===== config.mk =====
export PLATFORM = sky130hd
export DESIGN_NAME = data_mem_access_unit
export DESIGN_NICKNAME = d
export VERILOG_FILES = /design/src/rtl/data_mem_access_unit.sv
export SDC_FILE = /design/constraint.sdc
export NUM_CORES = 1
export LEC_CHECK = 0
export ABC_AREA = 1
export CORE_MARGIN = 1.5
export CORE_UTILIZATION = 35
export DETAILED_ROUTE_END_ITERATION = 10
export PLACE_DENSITY = 0.66
export SLEW_MARGIN = 10
export SYNTH_ARGS = -nofsm -noshare
export SYNTH_HDL_FRONTEND = slang
export SYNTH_SLANG_ARGS = --single-unit

===== constraint.sdc =====
create_clock -name clk -period 3.35 [get_ports clk]
set_input_delay 0.67 -clock clk [delete_from_list [all_inputs] [get_ports clk]]
set_output_delay 0.67 -clock clk [all_outputs]
set_load 0.02 [all_outputs]

===== src/rtl/data_mem_access_unit.sv =====
// data_mem_access_unit
//
// MEM-stage load/store sequencer. Accepts one load or store from the pipeline, holds the pipeline
// while a single-beat request is outstanding on the memory port, positions store data and byte
// strobes by address offset, and right-aligns load data so the addressed byte lands at bit 0
// (sign/zero extension is done downstream). A request with no ack after TIMEOUT_CYCLES access
// cycles completes with a bus error.
//
// Optional feature macro: MISALIGN_CHECK_EN
//   defined   : misaligned LH/LHU/SH (addr[0]=1) and LW/SW (addr[1:0]!=0) skip the memory access
//               and complete with o_misaligned=1, o_rdata=0.
//   undefined : o_misaligned is always 0; halfword offset is {addr[1],0}, word offset is 0.
//
// Ports
//   clk           clock, all state on rising edge
//   i_rst_n       asynchronous active-low reset
//   i_valid       MEM-stage instruction valid
//   i_opcode      instruction opcode (load 0000011, store 0100011)
//   i_func3       access size / signedness
//   i_addr        effective byte address
//   i_wdata       store data (rs2)
//   o_stall       hold pipeline
//   o_mem_req     memory request, only while accessing
//   o_mem_addr    word-aligned address
//   o_mem_we      byte write strobes
//   o_mem_wdata   lane-replicated store data
//   i_mem_ack     memory completion
//   i_mem_rdata   memory read word, valid with ack
//   o_rdata       load word shifted so the addressed byte is at bit 0
//   o_done        one-cycle completion pulse
//   o_bus_err     one-cycle timeout flag (with o_done)
//   o_misaligned  one-cycle misalignment flag (with o_done)

module data_mem_access_unit #(
   parameter int unsigned DATA_WIDTH     = 32,
   parameter int unsigned ADDR_WIDTH     = 32,
   parameter int unsigned TIMEOUT_CYCLES = 255
) (
   input  logic                  clk,
   input  logic                  i_rst_n,
   input  logic                  i_valid,
   input  logic [6:0]            i_opcode,
   input  logic [2:0]            i_func3,
   input  logic [ADDR_WIDTH-1:0] i_addr,
   input  logic [DATA_WIDTH-1:0] i_wdata,
   output logic                  o_stall,
   output logic                  o_mem_req,
   output logic [ADDR_WIDTH-1:0] o_mem_addr,
   output logic [3:0]            o_mem_we,
   output logic [DATA_WIDTH-1:0] o_mem_wdata,
   input  logic                  i_mem_ack,
   input  logic [DATA_WIDTH-1:0] i_mem_rdata,
   output logic [DATA_WIDTH-1:0] o_rdata,
   output logic                  o_done,
   output logic                  o_bus_err,
   output logic                  o_misaligned
);

   localparam int unsigned LaneW       = DATA_WIDTH / 4;
   localparam logic [6:0]  OpLoad      = 7'b0000011;
   localparam logic [6:0]  OpStore     = 7'b0100011;
   localparam logic [7:0]  TimeoutLast = 8'(TIMEOUT_CYCLES - 1);

   typedef enum logic [1:0] {
      StIdle,
      StAccess,
      StResp
   } state_e;

   state_e                state_q, state_d;
   logic                  is_store_q, is_store_d;
   logic [1:0]            size_q, size_d;      // func3[1:0]: 00 byte, 01 half, 10 word
   logic [ADDR_WIDTH-1:0] addr_q, addr_d;
   logic [DATA_WIDTH-1:0] wdata_q, wdata_d;
   logic [DATA_WIDTH-1:0] rdata_q, rdata_d;
   logic [7:0]            cnt_q, cnt_d;
   logic                  bus_err_q, bus_err_d;
   logic                  misal_q, misal_d;

   logic                  load_ok;
   logic                  store_ok;
   logic                  accept;
   logic                  req_misal;
   logic [1:0]            eff_off;
   logic [DATA_WIDTH-1:0] rdata_shifted;
   logic [3:0]            we_pos;
   logic [DATA_WIDTH-1:0] wdata_pos;

   // ---------------------------------------------------------------------------------------------
   // Request decode
   // ---------------------------------------------------------------------------------------------
   // Legal loads: LB LH LW LBU LHU. Legal stores: SB SH SW.
   assign load_ok  = (i_opcode == OpLoad) && (i_func3 != 3'b011) && (i_func3 != 3'b110) &&
                     (i_func3 != 3'b111);
   assign store_ok = (i_opcode == OpStore) && !i_func3[2] && (i_func3[1:0] != 2'b11);

   // Gated by reset so o_stall reads 0 while reset is held.
   assign accept = i_rst_n && (state_q == StIdle) && i_valid && (load_ok || store_ok);

`ifdef MISALIGN_CHECK_EN
   assign req_misal = ((i_func3[1:0] == 2'b01) && i_addr[0]) ||
                      ((i_func3[1:0] == 2'b10) && (i_addr[1:0] != 2'b00));
`else
   assign req_misal = 1'b0;
`endif

   // ---------------------------------------------------------------------------------------------
   // Lane positioning from the registered request
   // ---------------------------------------------------------------------------------------------
   // Halfwords are forced onto an even lane pair and words onto lane 0, so an unchecked
   // misaligned access simply uses the enclosing aligned location.
   always_comb begin
      eff_off = 2'b00;
      unique case (size_q)
         2'b00:   eff_off = addr_q[1:0];
         2'b01:   eff_off = {addr_q[1], 1'b0};
         default: eff_off = 2'b00;
      endcase
   end

   always_comb begin
      we_pos    = 4'b0000;
      wdata_pos = wdata_q;
      unique case (size_q)
         2'b00: begin
            we_pos    = 4'b0001 << eff_off;
            wdata_pos = {4{wdata_q[LaneW-1:0]}};
         end
         2'b01: begin
            we_pos    = 4'b0011 << eff_off;
            wdata_pos = {2{wdata_q[2*LaneW-1:0]}};
         end
         default: begin
            we_pos    = 4'b1111;
            wdata_pos = wdata_q;
         end
      endcase
   end

   // Zero-filled right shift; the addressed byte lands at bit 0.
   assign rdata_shifted = i_mem_rdata >> (LaneW * 32'(eff_off));

   // ---------------------------------------------------------------------------------------------
   // Next-state logic
   // ---------------------------------------------------------------------------------------------
   always_comb begin
      state_d    = state_q;
      is_store_d = is_store_q;
      size_d     = size_q;
      addr_d     = addr_q;
      wdata_d    = wdata_q;
      rdata_d    = rdata_q;
      cnt_d      = cnt_q;
      bus_err_d  = bus_err_q;
      misal_d    = misal_q;

      unique case (state_q)
         StIdle: begin
            if (accept) begin
               is_store_d = store_ok;
               size_d     = i_func3[1:0];
               addr_d     = i_addr;
               wdata_d    = i_wdata;
               cnt_d      = 8'd0;
               bus_err_d  = 1'b0;
               misal_d    = req_misal;
               if (req_misal) begin
                  rdata_d = '0;
                  state_d = StResp;
               end else begin
                  state_d = StAccess;
               end
            end
         end

         StAccess: begin
            // Ack is checked first so an ack on the final allowed cycle still completes normally.
            if (i_mem_ack) begin
               if (!is_store_q) begin
                  rdata_d = rdata_shifted;
               end
               state_d = StResp;
            end else if (cnt_q == TimeoutLast) begin
               rdata_d   = '0;
               bus_err_d = 1'b1;
               state_d   = StResp;
            end else begin
               cnt_d = cnt_q + 8'd1;
            end
         end

         StResp: begin
            // No acceptance here: the completed instruction is still on the inputs and leaves
            // at the end of this cycle.
            cnt_d   = 8'd0;
            state_d = StIdle;
         end

         default: begin
            state_d = StIdle;
         end
      endcase
   end

   // ---------------------------------------------------------------------------------------------
   // State registers
   // ---------------------------------------------------------------------------------------------
   always_ff @(posedge clk or negedge i_rst_n) begin
      if (!i_rst_n) begin
         state_q    <= StIdle;
         is_store_q <= 1'b0;
         size_q     <= 2'b00;
         addr_q     <= '0;
         wdata_q    <= '0;
         rdata_q    <= '0;
         cnt_q      <= 8'd0;
         bus_err_q  <= 1'b0;
         misal_q    <= 1'b0;
      end else begin
         state_q    <= state_d;
         is_store_q <= is_store_d;
         size_q     <= size_d;
         addr_q     <= addr_d;
         wdata_q    <= wdata_d;
         rdata_q    <= rdata_d;
         cnt_q      <= cnt_d;
         bus_err_q  <= bus_err_d;
         misal_q    <= misal_d;
      end
   end

   // ---------------------------------------------------------------------------------------------
   // Outputs
   // ---------------------------------------------------------------------------------------------
   // Memory-port outputs are gated by the access state so they read 0 whenever no request is
   // outstanding, including the instant reset asserts.
   always_comb begin
      o_stall      = accept || (state_q == StAccess);
      o_mem_req    = (state_q == StAccess);
      o_mem_addr   = '0;
      o_mem_we     = 4'b0000;
      o_mem_wdata  = '0;
      if (state_q == StAccess) begin
         o_mem_addr  = {addr_q[ADDR_WIDTH-1:2], 2'b00};
         o_mem_we    = is_store_q ? we_pos : 4'b0000;
         o_mem_wdata = wdata_pos;
      end
      o_rdata      = rdata_q;
      o_done       = (state_q == StResp);
      o_bus_err    = (state_q == StResp) && bus_err_q;
      o_misaligned = (state_q == StResp) && misal_q;
   end

endmodule


==> Implementation_results.wiki <==
{| class="wikitable"
! Metric !! Value
|-
| Row count || 46
|-
| Die outline width || 132 um
|-
| DR DRC count || 0
|-
| Endpoint arrival time on the critical path || 2.36 ns
|-
| Clock latency on the worst-skew pair || 0.36 ns
|-
| Number of maximum-capacitance constraint violations || 0
|-
| Routed vias || 5494
|-
| Result of the run || finished, final reports clean
|-
| Placed Cells || 1156
|-
| Final cell count without fillers || 1172
|-
| Setup Buffers After CTS || 0
|-
| Filler cells || 1552
|-
| Most used cells in the layout excluding fill and tap cells || sky130_fd_sc_hd__clkdlybuf4s50_1 (210), sky130_fd_sc_hd__nor2_1 (146), sky130_fd_sc_hd__nand2_1 (140)
|-
| Sink count of the clock tree || 110
|-
| Startpoint kind of the worst setup timing path || flop
|-
| IO Port Bufs || 211
|-
| Drt initial violations || 299
|-
| Synthesis Warnings || 0
|-
| Hold-fix buffers, CTS || 0
|-
| Number of pins exceeding their max-slew limit in the final report || 0
|-
| Share of total power in combinational logic || 0.131
|-
| Total of endpoints with negative setup slack in the final report || 0
|-
| Total power consumption of the routed design || 0.00294 W
|-
| Switching Share || 0.246
|-
| Share of power burned in the clock network || 0.388
|-
| Overall global routing resource usage || 0.199
|-
| Via count of the first global-routing pass || 5456
|-
| Kind of end point of the critical path || primary output
|-
| Sequential share of power || 0.481
|-
| WL/cell || 14.6 um
|-
| Clock H-tree levels || 3
|-
| Cell internal power dissipation || 0.00222 W
|-
| Final net count || 1063
|-
| Detailed Routing Iterations Pass 1 || 7
|-
| Antenna violations before repair || 0
|-
| Clock transition at the registers of the reported paths || 0.08 ns
|-
| Initial Utilization || 0.362
|-
| Total count of hold-check failures in the final report || 0
|-
| Fraction of final layout cells sized beyond drive strength 1 || 0.0931
|-
| Critical Path RT || between 2 and 3 ns
|-
| Synth Area per Inst || 7.66 um2
|-
| Register area share after synthesis || 0.473
|-
| DIE HEIGHT || about 130 um
|-
| Power density over cell area || 351 nW/um2
|-
| First-pass GRT wire length || 27700 um
|-
| Area inside the core boundary || roughly 16000 um2
|-
| Min-delay worst type || in2async
|-
| Number of buffers between clock root and the deepest sink || 2
|-
| Maximum number of pins on one net before global-route repair || 136
|-
| Clock tree from TritonCTS || yes
|-
| Static Leakage || 4.17 nW
|-
| Core Util, Final || 0.522
|-
| Count of boundary I/O pins || 215
|-
| RSZ-0062 raised after global routing || false
|-
| Clock tree root driver cell || sky130_fd_sc_hd__clkbuf_16
|-
| Net switching power || roughly 0.00072 W
|-
| Total inserted antenna cells || 0
|-
| DR vias/cell || 4.69
|-
| Final critical-path required period || 3.03 ns
|-
| Class of the most critical setup path || reg2out
|-
| Post-synthesis cell count || 760
|-
| Total clock buffers created by CTS || 9
|-
| Post-cts repair resize count || 0
|-
| Post-synth design cell area || approximately 5800 um2
|-
| Area growth from synthesis to layout || 44.0%
|-
| Highest attainable clock frequency || 330 MHz
|-
| Worst setup slack after placement || 0.343 ns
|-
| Slew HR || 0.332
|-
| Total die area || 17400 um2
|-
| Worst-Margin Slew || between 1 and 1.5 ns
|-
| Total grt overflow || 0
|-
| HPWL reported at the end of detailed placement || 12100 um
|-
| Highest fanout seen on the critical path || 16
|-
| Max rail drop VDD || 0.295 mV
|-
| Fin Clk Skew || roughly 0.011 ns
|-
| Final wirelength || 17200 um
|-
| Number of distinct library cell variants in the gate-level netlist after synthesis || 32
|-
| Post-route antenna net violation count || 0
|-
| Fin Setup TNS || 0 ns
|-
| Synthesis-stage register bit count || 110
|-
| Period utilisation layout || 0.904
|-
| Most common cell after layout, fill and taps aside || sky130_fd_sc_hd__clkdlybuf4s50_1
|-
| Worst-case setup margin in the final layout || 0.322 ns
|-
| Routability cong. || 0.842
|}
-- per-layer routing --
metal / global-route usage / wire length (um)
met2: 0.301 / 7420
met4: 0.0377 / 140
met1: 0.262 / 7760
met5: 0 / 0
met3: 0.0919 / 1850
-- state kept, by name (all words and copies together) (netlist names) --
signal and flops:
bus_err_q 1, state_q 2, wdata_q 32, size_q 2, cnt_q 8, addr_q 32, o_rdata 32, is_store_q 1
-- critical path: stages, from the launching register on --
cell                              delay, ns
sky130_fd_sc_hd__dfrtp_1               0.40
sky130_fd_sc_hd__inv_1                 0.13
sky130_fd_sc_hd__nand2_2               0.18
sky130_fd_sc_hd__clkinvlp_4            0.27
sky130_fd_sc_hd__o21ai_0               0.13
sky130_fd_sc_hd__a21oi_1               0.22
sky130_fd_sc_hd__clkdlybuf4s50_1       0.66
-- metrics by stage --
| stage | area (um2) | hold slack (ns) |
|---|---|---|
| 6_report | 8380 | 0.380 |
| 4_1_cts | 8380 | 0.386 |
| 5_1_grt | 8380 | 0.407 |
| 3_3_place_gp | 8070 | 0.462 |
| 3_5_place_dp | 8070 | 0.463 |
| 2_1_floorplan | 5830 | 0.374 |
-- final cells by class --
class                      count  area (um2)  share of cell area
sequential                   110        2750               0.328
tap                          216         270              0.0322
clock inverter                 5        61.3             0.00731
multi-input combinational    511        2470               0.295
clock buffer                  11         253              0.0301
inverter                      97         368              0.0439
timing repair buffer         222        2200               0.263
-- cells by family after synthesis --
logic type      share of synthesized area
compound gates                      0.165
xor+xnor                          0.00452
fa+ha+maj                         0.00430
buf+inv                             0.105
flops                               0.473
other cells                      0.000644
simple gates                        0.248
-- Yosys cell counts (all sizes together) --
cell / n / area share
o211ai: 5 / 0.0064
o22ai: 8 / 0.0086
conb: 1 / 0.00064
nand2: 143 / 0.094
clkinv: 1 / 0.00064
nand3: 54 / 0.047
nor2: 149 / 0.097
inv: 96 / 0.062
ha: 2 / 0.0043
nor3: 2 / 0.0037
clkbuf: 22 / 0.014
and3: 1 / 0.0011
dfrtp: 110 / 0.47
a211oi: 3 / 0.0039
o21ai: 42 / 0.036
a21oi: 90 / 0.11
o21bai: 1 / 0.0013
buf: 22 / 0.028
or2: 4 / 0.0043
nand4: 1 / 0.0011
xor2: 3 / 0.0045
-- power by group through the flow --
stage / Clock, W / Combinational, W / Sequential [W]
detailed placement: 0 / 0.000388 / 0.00144
global placement: 0 / 0.000386 / 0.00144
global route: 0.00122 / 0.000425 / 0.00142
floorplan: 0 / 0.000137 / 0.00145
finish: 0.00114 / 0.000385 / 0.00141
CTS: 0.00118 / 0.000390 / 0.00141
-- worst paths after layout --
kind                            start              end  slack [ns]  depth (start not counted)
min reg2reg                 bus_err_q        bus_err_q        0.48                          2
max reg2reg                state_q[1]      o_rdata[16]        0.73                          9
min in group clk            bus_err_q        bus_err_q        0.48                          2
max                        state_q[1]  o_mem_wdata[23]        0.32                          6
min                           i_rst_n      o_rdata[17]        0.38                          2
max in group asynchronous     i_rst_n       wdata_q[9]        1.61                          3
Note: power is estimated with default switching activity, not from simulation.
